$ cat config.mk
export PLATFORM = sky130hd
export DESIGN_NAME = uart_echo_bridge
export DESIGN_NICKNAME = d
export VERILOG_FILES = /design/src/rtl/uart_pkg.sv /design/src/rtl/uart_sync_fifo.sv /design/src/rtl/uart_echo_bridge.sv
export SDC_FILE = /design/constraint.sdc
export NUM_CORES = 1
export LEC_CHECK = 0
export ABC_CLOCK_PERIOD_IN_PS = 3850
export CAP_MARGIN = 20
export CORE_ASPECT_RATIO = 1.5
export CORE_MARGIN = 2
export CORE_UTILIZATION = 55
export CTS_CLUSTER_DIAMETER = 150
export DETAILED_ROUTE_END_ITERATION = 8
export HOLD_SLACK_MARGIN = 0.1
export PLACE_DENSITY = 0.73
export REMOVE_ABC_BUFFERS = 1
export SLEW_MARGIN = 20
export SYNTH_ARGS = -nofsm -noshare
export SYNTH_HDL_FRONTEND = slang
export SYNTH_SLANG_ARGS = --single-unit
export TNS_END_PERCENT = 20
$ cat constraint.sdc
create_clock -name clk -period 3.85 [get_ports clk]
set_input_delay 0.385 -clock clk [delete_from_list [all_inputs] [get_ports clk]]
set_output_delay 0.385 -clock clk [all_outputs]
set_load 0.005 [all_outputs]
$ cat src/rtl/uart_pkg.sv
`default_nettype none
// ============================================================================
// uart_pkg : shared encodings for the UART echo bridge
// Rev 1.0
// ============================================================================
package uart_pkg;

   localparam logic [1:0] MODE_RAW      = 2'd0;
   localparam logic [1:0] MODE_UPPER    = 2'd1;
   localparam logic [1:0] MODE_DROP_ERR = 2'd2;
   localparam logic [1:0] MODE_SINK     = 2'd3;

   localparam logic [7:0] ASCII_LOWER_A     = 8'h61;
   localparam logic [7:0] ASCII_LOWER_Z     = 8'h7A;
   localparam logic [7:0] ASCII_CASE_OFFSET = 8'h20;

   typedef enum logic [1:0] {
      T_IDLE  = 2'd0,
      T_ISSUE = 2'd1,
      T_BUSY  = 2'd2,
      T_DONE  = 2'd3
   } tx_state_t;

endpackage
`default_nettype wire

$ cat src/rtl/uart_sync_fifo.sv
`default_nettype none
// ============================================================================
// uart_sync_fifo : single-clock FIFO, extra-bit pointers, level output
// Rev 1.0
// ============================================================================
module uart_sync_fifo #(
   parameter int DATA_W = 8,
   parameter int DEPTH  = 16
) (
   input  logic                     clk,
   input  logic                     rst_n,
   input  logic                     push,
   input  logic [DATA_W-1:0]        push_data,
   input  logic                     pop,
   output logic [DATA_W-1:0]        pop_data,
   output logic                     full,
   output logic                     empty,
   output logic [$clog2(DEPTH):0]   level
);

   localparam int c_aw = $clog2(DEPTH);

   logic [c_aw:0]       r_wr_ptr;
   logic [c_aw:0]       r_rd_ptr;
   logic [DATA_W-1:0]   r_mem [DEPTH];
   logic                w_do_push;
   logic                w_do_pop;

   assign empty = (r_wr_ptr == r_rd_ptr);
   // Same index but different lap bit means the writer is a full lap ahead.
   assign full  = (r_wr_ptr[c_aw] != r_rd_ptr[c_aw]) &&
                  (r_wr_ptr[c_aw-1:0] == r_rd_ptr[c_aw-1:0]);
   assign level = r_wr_ptr - r_rd_ptr;

   assign w_do_pop  = pop & ~empty;
   assign w_do_push = push & (~full | w_do_pop);

   assign pop_data = r_mem[r_rd_ptr[c_aw-1:0]];

   always_ff @(posedge clk or negedge rst_n) begin
      if (!rst_n) begin
         r_wr_ptr <= '0;
         r_rd_ptr <= '0;
      end else begin
         if (w_do_push) r_wr_ptr <= r_wr_ptr + 1'b1;
         if (w_do_pop)  r_rd_ptr <= r_rd_ptr + 1'b1;
      end
   end

   always_ff @(posedge clk) begin
      if (w_do_push) r_mem[r_wr_ptr[c_aw-1:0]] <= push_data;
   end

endmodule
`default_nettype wire

$ cat src/rtl/uart_echo_bridge.sv
`default_nettype none
// ============================================================================
// uart_echo_bridge : buffered rx->tx echo with byte modes, overflow count, LEDs
// Rev 1.0
// ============================================================================
module uart_echo_bridge
   import uart_pkg::*;
#(
   parameter int DATA_W         = 8,
   parameter int FIFO_DEPTH     = 16,
   parameter int LED_STRETCH    = 2_700_000,
   parameter int HEARTBEAT_HALF = 13_500_000,
   parameter int LED_ACTIVE_LOW = 1
) (
   input  logic                           clk,
   input  logic                           rst_n,
   input  logic                           rx_done,
   input  logic [DATA_W-1:0]              rx_data,
   input  logic                           rx_parity_err,
   input  logic                           rx_framing_err,
   output logic                           rx_ack,
   input  logic                           tx_ready,
   output logic                           tx_valid,
   output logic [DATA_W-1:0]              tx_data,
   input  logic [1:0]                     mode,
   input  logic                           err_clr,
   output logic [$clog2(FIFO_DEPTH):0]    fifo_level,
   output logic [7:0]                     overflow_cnt,
   output logic                           led_heartbeat,
   output logic                           led_rx,
   output logic                           led_tx,
   output logic                           led_err
);

   localparam int c_str_w = $clog2(LED_STRETCH + 1);
   localparam int c_hb_w  = $clog2(HEARTBEAT_HALF + 1);
   localparam logic [c_str_w-1:0] c_stretch = c_str_w'(LED_STRETCH);
   localparam logic [c_hb_w-1:0]  c_hb_last = c_hb_w'(HEARTBEAT_HALF - 1);
   localparam logic               c_led_pol = (LED_ACTIVE_LOW != 0);
   localparam logic [DATA_W-1:0]  c_lower_a = DATA_W'(ASCII_LOWER_A);
   localparam logic [DATA_W-1:0]  c_lower_z = DATA_W'(ASCII_LOWER_Z);
   localparam logic [DATA_W-1:0]  c_case_off = DATA_W'(ASCII_CASE_OFFSET);

   logic                r_rx_ack;
   logic                r_rx_hold;
   logic                w_rx_err;
   logic                w_keep;
   logic [DATA_W-1:0]   w_push_data;
   logic                w_push;
   logic                w_pop;
   logic                w_full;
   logic                w_empty;
   logic                w_overflow;
   logic [DATA_W-1:0]   w_fifo_head;

   tx_state_t           r_state;
   logic                r_tx_valid;
   logic [DATA_W-1:0]   r_tx_data;

   logic [7:0]          r_ovf_cnt;
   logic                r_err;
   logic                w_err_nxt;
   logic [c_str_w-1:0]  r_rx_cnt;
   logic [c_str_w-1:0]  r_tx_cnt;
   logic [c_str_w-1:0]  w_rx_cnt_nxt;
   logic [c_str_w-1:0]  w_tx_cnt_nxt;
   logic [c_hb_w-1:0]   r_hb_cnt;
   logic                r_led_hb;
   logic                r_led_rx;
   logic                r_led_tx;
   logic                r_led_err;

   // r_rx_hold blocks a second ack until uart_rx has dropped rx_done.
   always_ff @(posedge clk or negedge rst_n) begin
      if (!rst_n) begin
         r_rx_ack  <= 1'b0;
         r_rx_hold <= 1'b0;
      end else begin
         r_rx_ack <= rx_done & ~r_rx_ack & ~r_rx_hold;
         if (r_rx_ack)      r_rx_hold <= 1'b1;
         else if (!rx_done) r_rx_hold <= 1'b0;
      end
   end

   assign w_rx_err = rx_parity_err | rx_framing_err;

   always_comb begin
      w_push_data = rx_data;
      w_keep      = 1'b0;
      case (mode)
         MODE_RAW:      w_keep = 1'b1;
         MODE_UPPER: begin
            w_keep = 1'b1;
            if (rx_data >= c_lower_a && rx_data <= c_lower_z)
               w_push_data = rx_data - c_case_off;
         end
         MODE_DROP_ERR: w_keep = ~w_rx_err;
         default:       w_keep = 1'b0;
      endcase
   end

   assign w_push     = r_rx_ack & w_keep;
   assign w_pop      = (r_state == T_IDLE) & ~w_empty & tx_ready;
   assign w_overflow = w_push & w_full & ~w_pop;

   uart_sync_fifo #(
      .DATA_W (DATA_W),
      .DEPTH  (FIFO_DEPTH)
   ) u_fifo (
      .clk       (clk),
      .rst_n     (rst_n),
      .push      (w_push),
      .push_data (w_push_data),
      .pop       (w_pop),
      .pop_data  (w_fifo_head),
      .full      (w_full),
      .empty     (w_empty),
      .level     (fifo_level)
   );

   always_ff @(posedge clk or negedge rst_n) begin
      if (!rst_n) begin
         r_state    <= T_IDLE;
         r_tx_valid <= 1'b0;
         r_tx_data  <= '0;
      end else begin
         r_tx_valid <= 1'b0;
         case (r_state)
            T_IDLE: begin
               if (w_pop) begin
                  r_tx_data <= w_fifo_head;
                  r_state   <= T_ISSUE;
               end
            end
            T_ISSUE: begin
               r_tx_valid <= 1'b1;
               r_state    <= T_BUSY;
            end
            T_BUSY:  if (!tx_ready) r_state <= T_DONE;
            T_DONE:  if (tx_ready)  r_state <= T_IDLE;
            default: r_state <= T_IDLE;
         endcase
      end
   end

   always_ff @(posedge clk or negedge rst_n) begin
      if (!rst_n)
         r_ovf_cnt <= '0;
      else if (w_overflow && r_ovf_cnt != 8'hFF)
         r_ovf_cnt <= r_ovf_cnt + 1'b1;
   end

   // A set arriving with a clear wins so no error is silently lost.
   assign w_err_nxt = (r_rx_ack & w_rx_err) ? 1'b1 :
                      (err_clr ? 1'b0 : r_err);

   assign w_rx_cnt_nxt = r_rx_ack   ? c_stretch :
                         ((r_rx_cnt != '0) ? r_rx_cnt - 1'b1 : '0);
   assign w_tx_cnt_nxt = r_tx_valid ? c_stretch :
                         ((r_tx_cnt != '0) ? r_tx_cnt - 1'b1 : '0);

   // LED pins reset to the lit level as a lamp test.
   always_ff @(posedge clk or negedge rst_n) begin
      if (!rst_n) begin
         r_err     <= 1'b0;
         r_rx_cnt  <= '0;
         r_tx_cnt  <= '0;
         r_hb_cnt  <= '0;
         r_led_hb  <= ~c_led_pol;
         r_led_rx  <= ~c_led_pol;
         r_led_tx  <= ~c_led_pol;
         r_led_err <= ~c_led_pol;
      end else begin
         r_err     <= w_err_nxt;
         r_rx_cnt  <= w_rx_cnt_nxt;
         r_tx_cnt  <= w_tx_cnt_nxt;
         r_led_rx  <= (w_rx_cnt_nxt != '0) ^ c_led_pol;
         r_led_tx  <= (w_tx_cnt_nxt != '0) ^ c_led_pol;
         r_led_err <= w_err_nxt ^ c_led_pol;
         if (r_hb_cnt == c_hb_last) begin
            r_hb_cnt <= '0;
            r_led_hb <= ~r_led_hb;
         end else begin
            r_hb_cnt <= r_hb_cnt + 1'b1;
         end
      end
   end

   assign rx_ack        = r_rx_ack;
   assign tx_valid      = r_tx_valid;
   assign tx_data       = r_tx_data;
   assign overflow_cnt  = r_ovf_cnt;
   assign led_heartbeat = r_led_hb;
   assign led_rx        = r_led_rx;
   assign led_tx        = r_led_tx;
   assign led_err       = r_led_err;

endmodule
`default_nettype wire

* Yosys cells after proc, flatten, opt, wreduce, memory -nomap -nowiden
Memory sizes are Yosys's and may differ from the RTL's. A register that Yosys moved wholly into a read port is not among the register bits.
Index checks and enable logic that the tools add are counted.
** Word-level totals
- Flip-flop bits (word level) :: 96
- Bits in writable memories :: 128
- Memories :: 1
** Memory list
- u_fifo.r_mem :: depth 16, bits a word 8, read ports 1, clocked after memory_dff 1, wr ports 1, RTL line uart_sync_fifo.sv:25 : logic [DATA_W-1:0] r_mem [DEPTH];
** Operators by class
- $add $sub $neg :: 8
- Magnitude comparators :: 2
- Equality and inequality tests :: 14
- Muxes and demuxes :: 19
- Bitwise operators :: 22
- Reductions and logical operators :: 13
** Operators by type and width (number)
- $mux W22 :: 4
- $reduce_bool A22 Y1 :: 4
- $sub A22 B1 Y22 const B :: 2
- $add A24 B1 Y24 const B :: 1
- $eq A24 B24 Y1 const B :: 1
- $mux W24 :: 1
- $mux W8 :: 2
- $add A5 B1 Y5 const B :: 2
- $and A1 B1 Y1 :: 10
- $not A1 Y1 :: 10
- $add A8 B1 Y8 const B :: 1
- $ge A8 B7 Y1 const B :: 1
- $le A8 B7 Y1 const B :: 1
- $ne A8 B8 Y1 const B :: 1
- $pmux W2 S4 :: 1
- $sub A8 B6 Y8 const B :: 1
- $mux W1 :: 7
- $eq A2 B2 Y1 const B :: 3
- $mux W2 :: 3
- $eq A5 B5 Y1 :: 1
- $sub A5 B5 Y5 :: 1
- $eq A2 B1 Y1 const B :: 2
- $eq A4 B4 Y1 :: 1
- $logic_not A2 Y1 :: 2
- other kinds (10) :: 15

* Depth between registers and ports, before layout
- Word-level depth :: 9
- Depth in mapped cells :: 11

* By module
From an unflattened synthesis, not the netlist that was laid out.
** Second synthesis, totals
- Cells, all modules :: 817
- Area total of the unflattened synthesis :: 10717.8 µm²
** Modules (own cells, without submodules)
- uart_sync_fifo :: instances 1, cells an instance 295, area an instance 5754.3 µm², sequential area each 4093.9 µm²
- uart_echo_bridge :: instances 1, cells an instance 522, area an instance 4963.5 µm², sequential area each 2352.3 µm²

* Least setup slack after synthesis
No wires, ideal clock.
- Path type :: flip-flop to flip-flop
- From :: reg u_fifo.r_rd_ptr[1]
- To :: mem u_fifo.r_mem[3][0] (enable)
- Arrival :: 2756 ps
- Required time :: 3467 ps
- Path slack :: 710 ps
- Cell stages (with the launch flop) :: 11
- Path buffers :: 3
- Cell sequence :: dfrtp_1 clkbuf_1 clkbuf_1 inv_1 ha_1 and4_1 nand3b_1 nor2b_1 clkbuf_1 nand2_1 nor3_1
** Between the ends
- Word-level cells in the longest chain between the ends :: 9
- Elaborated cells between the ends (all ways) :: 12
** RTL lines
- from (decl) :: RTL line uart_sync_fifo.sv:24 : logic [c_aw:0] r_rd_ptr;
- from (signal assigned) :: RTL line uart_sync_fifo.sv:46 : if (w_do_pop) r_rd_ptr <= r_rd_ptr + 1'b1;
- $eq A5 B5 Y1 :: RTL line uart_sync_fifo.sv:29 : assign empty = (r_wr_ptr == r_rd_ptr);
- $not A1 Y1 :: RTL line uart_sync_fifo.sv:35, uart_echo_bridge.sv:103
- $and A1 B1 Y1 (2 in a row) :: RTL line uart_echo_bridge.sv:103 : assign w_pop = (r_state == T_IDLE) & ~w_empty & tx_ready;
- $and A1 B1 Y1 :: RTL line uart_sync_fifo.sv:35 : assign w_do_pop = pop & ~empty;
- $or A1 B1 Y1 (*) :: RTL line uart_sync_fifo.sv:36 : assign w_do_push = push & (~full | w_do_pop);
- $and A1 B1 Y1 (*) :: RTL line uart_sync_fifo.sv:36
- $mux W1 (*) :: RTL line uart_sync_fifo.sv:51 : if (w_do_push) r_mem[r_wr_ptr[c_aw-1:0]] <= push_data;
- $mux W1 (not written as such) (*) :: RTL line uart_sync_fifo.sv:51
- to (decl) :: RTL line uart_sync_fifo.sv:25
Mark *: on every way between the ends. The rest lies on a longest branch, timed or not.

* Final worst setup path
- From :: reg u_fifo.r_rd_ptr[1]
- To :: out fifo_level[4]
** Between the ends
- Word-level cells in the longest chain between the ends :: 1
** RTL lines
- $sub A5 B5 Y5 :: RTL line uart_sync_fifo.sv:33 : assign level = r_wr_ptr - r_rd_ptr;
- to (decl) :: RTL line uart_echo_bridge.sv:27 : output logic [$clog2(FIFO_DEPTH):0] fifo_level,
Every way passes these cells.

==> results.md <==
- Post-Synthesis Cell Area: 10,400 sq um
- Share of flip-flops with an asynchronous set or reset after synthesis: 44.8%
- Number of buffer cells added on primary ports: 43
- Gr usage total: 23.1%
- Flops & latches, synth: 232
- Setup repair after global routing missed its margin: no
- Worst slew pin tran: 0.975 ns
- Wire length on met1: 8.65 mm
- Area fraction in compound gates after synthesis: 5.23%
- Max Buffers Root-to-Sink: 3
- Width of the chip: 116 microns
- Total DRC errors in the routed layout: 0
- Met3 WL: 1.32 mm
- Initial core utilization: 56.2%
- Routed Antenna Nets: 0
- Seq pwr share: 42.4%
- Pint: 5.14 mW
- Critical path data arrival time: 2.70 ns
- Mean post-synth cell area: 14.1 sq um
- Sw power: 2.24 mW
- Combined buffer and inverter count along the critical path: 3
- Combinational Power Share: 30.2%
- Worst-path clk slew: 0.06 ns
- Hold Buf Count CTS: 1
- Cell family contributing the most delay on the critical path: buffers and inverters
- Antenna diode instance count: 0
- Part of the Yosys area used for sequential elements: 61.8%
- Type of the tightest min-delay check: reg -> reg
- Commonest cells in the netlist: edfxtp_1, dfrtp_1, nor2_1, xnor2_1, mux4_2
- Routed wirelength normalized by instance count: 20.7 microns
- Highest-delay cell along the critical path: clkdlybuf4s50_1
- Total power density per cell area: 616 nW/um^2
- CTS sink count: 232
- Layout filler cell count: 1,378
- Met2 WL: 11.7 mm
- Mux contribution to synthesized area: 9.71%
- Critical Path, Cell by Cell: buf_4 > fa_1 > inv_1 > a21o_1 > a21oi_1 > xnor2_1 > clkdlybuf4s50_1
- Final worst-path cycle share: 80.1%
- Number of antenna violations at the first check in global routing: 0
- Post-CTS repair timing setup buffer count: 0
- Num ports: 44
- CTS root buffer: clkbuf_16
- Final critical delay including setup and external delays: 3.08 ns
- Clock buffer count from CTS: 22
- Number of non-filler instances in the completed layout: 1,081
- Achievable frequency: 0.324 GHz
- First-pass GRT wire length: 35.8 mm
- Top-count cell post-synth: edfxtp_1
- Setup crit end kind: primary output
- Routed vias: 6,407
- Yosys synthesis warning count: 0
- Setup skew after layout: 0.00882 ns
- Fraction of final layout cells sized beyond drive strength 1: 17.2%
- Detailed Place HPWL: 15.0 mm
- Maximum number of pins on one net before global-route repair: 73
- Number of detailed-route iterations in the first pass: 5
- Prevailing post-synth register cell: edfxtp_1
- Total grt overflow: 0
- Layout-stage area growth over the synthesis result: 14.9%
- CP required: 3.46 ns
- CTS H-Tree Depth: 1
- Final wirelength: 22.4 mm
- Vias in the first global route: 6,783
- Largest voltage drop on the vdd net: 0.510 mV
- Critical path launch point type: flop
- Max cap viols: 0
- Net total in the final layout: 851
- Simple logic cell fraction of the synthesized area: 13.1%
- Leading post-synthesis cells by cell area: edfxtp_1, dfrtp_1, mux4_2
- Number of setup violations in the final report: 0
- Run status: finished clean
- Xor/xnor share of the synthesized area: 5.78%
- Largest area contributor in the synthesized netlist: edfxtp_1
- Post-Route Utilization: 64.6%
- Placed instance count: 1,041
- Endpoints failing hold: 0
- Largest driver fanout on the critical path: 35
- Quantity of gates resized following cts: 0
- Starting DRT DRC Count: 563
- CP max stage delay: 0.56 ns
- Switching part of the total power: 30.3%
- Summed negative setup slack over all endpoints: 0 ns
- Count of mapped cells out of synthesis: 740
- Area share of the largest cell type after synthesis: 36.9%
- Vias per cell: 5.93
- Clock network fraction of design power: 27.4%
- Slew margin rel.: 34.7%
- Top Layer Used: met4
- CTS tree: yes
- Die boundary height: 173 microns
- Skew-Pair Late Insertion Delay: 0.51 ns
- Placeable core area: 18,500 sq um
- Critical path type: reg -> out
- Area share of fa/ha/maj cells after synthesis: 2.47%
- Number of enable-type register cells in the synthesized netlist: 128
- Total count of max-transition violations in the final report: 0
- Core Rows: 61
- Library cells used by synthesis: 75
- Standby leakage power: 4.35 nW
- Global placement routability congestion: 0.950
- Combinational family with the most area after synthesis: simple AND/OR/NAND/NOR gates
- Die outline area: 20,100 sq um
[layout by cell type (no fill, tap or decap), types with 4 or more instances in the layout]
cell,instances
a21o_1,7
a21oi_1,16
a31oi_1,4
and3_1,6
and4_1,5
buf_4,30
clkbuf_1,4
clkbuf_16,23
clkdlybuf4s50_1,42
clkinvlp_4,4
dfrtp_1,103
edfxtp_1,128
ha_1,19
inv_1,26
mux2_2,9
mux4_2,40
nand2_1,31
nand3_1,17
nand4_1,14
nor2_1,72
nor2b_1,5
nor3_1,25
nor3b_1,4
nor4_1,8
o21ai_0,21
o21bai_1,4
o31ai_1,6
or2_2,5
or3_1,4
or4_1,8
xnor2_1,48
xor2_1,19
[layer usage]
metal,up-vias,global-route usage (%)
met5,-,0
met4,0,8.04
met3,46,3.05
met2,211,39.8
met1,3229,30.0
li1,2921,-
[area by class of cell]
cell class / instances / area [sq um] / share of cell area, %
multi-input combinational: 458 / 3780 / 31.6
sequential: 232 / 6450 / 53.8
timing repair buffer: 73 / 656 / 5.47
inverter: 27 / 101 / 0.846
clock buffer: 29 / 618 / 5.16
tap: 252 / 315 / 2.63
clock inverter: 10 / 56.3 / 0.470
[stage by stage]
stage          total power, mW  setup slack [ns]  hold WS (ns)  area (sq um)
4_1_cts                   7.45             0.724         0.441         12000
5_1_grt                   7.75             0.605         0.457         12000
2_1_floorplan             4.55            0.0812        0.0894         10300
3_5_place_dp              5.41             0.853         0.433         11300
3_3_place_gp              5.33             0.935         0.417         11300
6_report                  7.38             0.768         0.436         12000
[state kept, by name, indices dropped and copies added, names as in the netlist, 2 cells and up]
| name | cells |
|---|---|
| tx_data | 8 |
| overflow_cnt | 8 |
| r_hb_cnt | 24 |
| u_fifo.r_rd_ptr | 5 |
| r_tx_cnt | 22 |
| r_rx_cnt | 22 |
| r_state | 2 |
| u_fifo.r_mem | 128 |
| u_fifo.r_wr_ptr | 5 |
[worst paths after layout]
kind | startpoint | end | slack [ns] | depth (start not counted)
min | r_rx_hold | rx_ack | 0.44 | 1
max in group asynchronous | rst_n | r_hb_cnt[6] | 2.46 | 3
max | u_fifo.r_rd_ptr[1] | fifo_level[4] | 0.77 | 7
min reg2reg | r_rx_hold | rx_ack | 0.44 | 1
min in group asynchronous | rst_n | r_rx_cnt[17] | 0.58 | 2
max reg2reg | u_fifo.r_rd_ptr[2] | u_fifo.r_mem[5][7] | 0.84 | 8
[worst register-to-register path: cells and delay by family (launching register included)]
| family | cells | cell delay (ns) |
|---|---|---|
| buffers and inverters | 2 | 0.52 |
| flip-flops | 1 | 0.43 |
| AND/OR/NAND/NOR | 5 | 1.44 |
| adder cells (fa/ha/maj) | 1 | 0.34 |
[power by group through the flow]
stage	Clock [mW]	Sequential [mW]	Combinational, mW
finish	2.02	3.13	2.23
global route	2.16	3.16	2.43
CTS	2.07	3.12	2.26
detailed placement	0	3.17	2.24
global placement	0	3.15	2.18
floorplan	0	3.24	1.31
[logic make-up (layout without fill, tap and decap cells)]
family,after synthesis,count (layout)
xor gates and xnor gates,68,68
muxes,50,50
buffers and inverters,50,139
and+or+nand+nor,239,239
adders and majority gates,20,20
DFF,232,232
AOI/OAI and AO/OA,81,81
(Power assumes the default switching activity.)
==> variant, RTL diff (same settings) <==
Change the parameter `FIFO_DEPTH` from 16 to 8.
--- a/src/rtl/uart_echo_bridge.sv
+++ b/src/rtl/uart_echo_bridge.sv
@@ -9,3 +9,3 @@
    parameter int DATA_W         = 8,
-   parameter int FIFO_DEPTH     = 16,
+   parameter int FIFO_DEPTH     = 8,
    parameter int LED_STRETCH    = 2_700_000,
Ports: changed (resized fifo_level); port bits go from 44 to 43. The function was not compared with the original's and may differ.
==> variant against the original RTL <==
  * Clock skew shrank 0.0011 ns
  * Design area shrank 25%
  * Die area shrank 25%
  * Critical path type is now reg -> reg
  * Sequential cell count shrank 66
  * Critical path depth is the same
  * Power shrank 24%
  * Area after synthesis shrank 26%
  * Utilization grew 0.086 points
  * Routed wire length shrank 26%
  * Via count shrank 19%
  * Global-route usage grew 0.69 points
  * Setup slack lost 0.12 ns
  * Largest cell class unchanged
  * Largest power group unchanged
==> variant: results (changes against the original RTL) <==
- # fillers: 1020 (was 1378)
- Synth Area in Adders: 2.69% (was 2.47%)
- Synth top cells by count: dfrtp_1, nor2_1, edfxtp_1, nand2_1 (was edfxtp_1, dfrtp_1, nor2_1, xnor2_1, mux4_2)
- Final WL: 16.6 mm (was 22.4 mm)
- Cts bufs inserted: 17 (was 22)
- Register-to-register setup slack: 0.65 ns (was 0.84 ns)
- DPL Wire Length: 11.4 mm (was 15.0 mm)
- M2 GR Usage: 42.4% (was 39.8%)
- Post-synth EDFFs: 64 (was 128)
- Cell Count, Final, Fillers Out: 868 (was 1081)
- Share of post-route cells with drive strength above 1: 11.9% (was 17.2%)
- DRT Pass-1 Iters: 6 (was 5)
- Max FO, Critical Path: 11 (was 35)
- Post-synthesis mux area share: 5.47% (was 9.71%)
- Slew margin rel.: 40.4% (was 34.7%)
- Post-CTS Setup Bufs: 0 (unchanged)
- Met3 GRT Util: 4.36% (was 3.05%)
- Async SR Flop Fraction: 61.4% (was 44.8%)
- Total track usage: 23.8% (was 23.1%)
- Synth top area cells: dfrtp_1, edfxtp_1, mux4_2 (was edfxtp_1, dfrtp_1, mux4_2)
- Final GP Congestion: 0.871 (was 0.950)
- Global routing usage on met1: 28.6% (was 30.0%)
- Placed cells: 835 (was 1041)
- Largest net degree at the start of global routing: 85 (was 73)
- Synth Flop Type: dfrtp_1 (was edfxtp_1)
- H-tree Lvls: 4 (was 1)
- Outcome: completed (unchanged)
- First-pass GRT wire length: 27.4 mm (was 35.8 mm)
- Ys Warns: 0 (unchanged)
- Leak Pwr: 0.00350 µW (was 0.00435 µW)
- Inserted Diodes: 0 (unchanged)
- Compound-Gate Fraction of Synth Area: 7.56% (was 5.23%)
- Post-synth cell types: 66 (was 75)
- Crit path DAT: 3.26 ns (was 2.70 ns)
- 1st-iter DRT viols: 330 (was 563)
- Placed Area: 8350 µm² (was 11300 µm²)
- Post-Syn Instances: 638 (was 740)
- Largest register FFs: 64 (was 128)
- Xor and xnor area share after synthesis: 7.02% (was 5.78%)
- Largest vdd supply drop: 0.000676 V (was 0.000510 V)
- Port Buf Inserts: 42 (was 43)
- Min-Delay Path Class: reg -> reg (unchanged)
- Psw: 1820 µW (was 2240 µW)
- Reg clk slew, reported paths: 0.07 ns
- Post-synthesis sequential area ratio: 57.9% (was 61.8%)
- Vias in the first global route: 5344 (was 6783)
- Initial antenna violation count: 0 (unchanged)
- Final Net Count: 723 (was 851)
- DR vias: 5219 (was 6407)
- Setup Skew: 0.00770 ns (was 0.00882 ns)
- Clock buffer depth: 2 (was 3)
- Clk_lat worst skew: 0.43 ns (was 0.51 ns)
- Clk root buf: clkbuf_16 (unchanged)
==> variant: layout make-up <==
cell class	count	area share, %
Clock buffer	17	4.75
Clock inverter	15	2.00
Inverter	22	0.921
Multi-Input combinational cell	429	34.4
Sequential cell	166	49.9
Tap cell	165	2.30
Timing Repair Buffer	54	5.74
==> variant: timing repair <==
item / CTS / global route
gates resized for setup: 0 / 0
endpoints found under the hold margin: 0 / 30
hold buffers: 0 / 1
==> variant: worst paths after layout <==
kind / from / end / depth (start not counted)
hold / removal: r_rx_hold$_DFFE_PN0P_ / rx_ack$_DFF_PN0_ / 1
setup reg to reg: u_fifo.r_rd_ptr[2]$_DFFE_PN0P_ / u_fifo.r_mem[7][1]$_DFFE_PP_ / 7
min in group asynchronous: rst_n / r_rx_cnt[1]$_DFF_PN0_ / 2
setup / recovery: u_fifo.r_rd_ptr[2]$_DFFE_PN0P_ / u_fifo.r_mem[7][1]$_DFFE_PP_ / 7
hold reg to reg: r_rx_hold$_DFFE_PN0P_ / rx_ack$_DFF_PN0_ / 1
max in group asynchronous: rst_n / r_hb_cnt[19]$_DFF_PN0_ / 3
==> variant: cell families (layout without fill, tap and decap cells) <==
group,after synthesis,in the layout
xor+xnor,62,62
simple gates,248,248
mux,22,22
compound gates,81,81
fa+ha+maj,16,16
buf+inv,43,108
flops,166,166
==> variant: critical path, stage by stage, from the launching register on <==
cell and delay (ns):
dfrtp_1 0.52, clkinv_1 0.33, ha_1 0.42, and3_1 0.21
nand3_1 0.12, nor2b_1 0.40, nand2_1 0.18, nor2_1 0.63
==> variant: power by group through the flow <==
stage                     clock network, µW  registers (µW)  logic (µW)
final                                  1720            2310        1550
after global routing                   1820            2340        1710
after CTS                              1740            2300        1570
after detailed placement                  0            2330        1550
after global placement                    0            2320        1510
after floorplan                           0            2340         884
==> variant: metal layers <==
metal,vias to the layer above,share of wire (%)
met1,2604,39
li1,2446,-
met3,36,3.2
met4,0,2.7
met2,133,55
met5,-,0
==> variant: per-stage QoR <==
stage	util (%)	setup slack, ns	hold slack (ns)
detailed placement	60.2	0.607	0.454
global route	64.7	0.323	0.499
global placement	60.2	0.847	0.415
finish	64.7	0.650	0.468
floorplan	-	0.583	0.0894
CTS	64.6	0.616	0.185
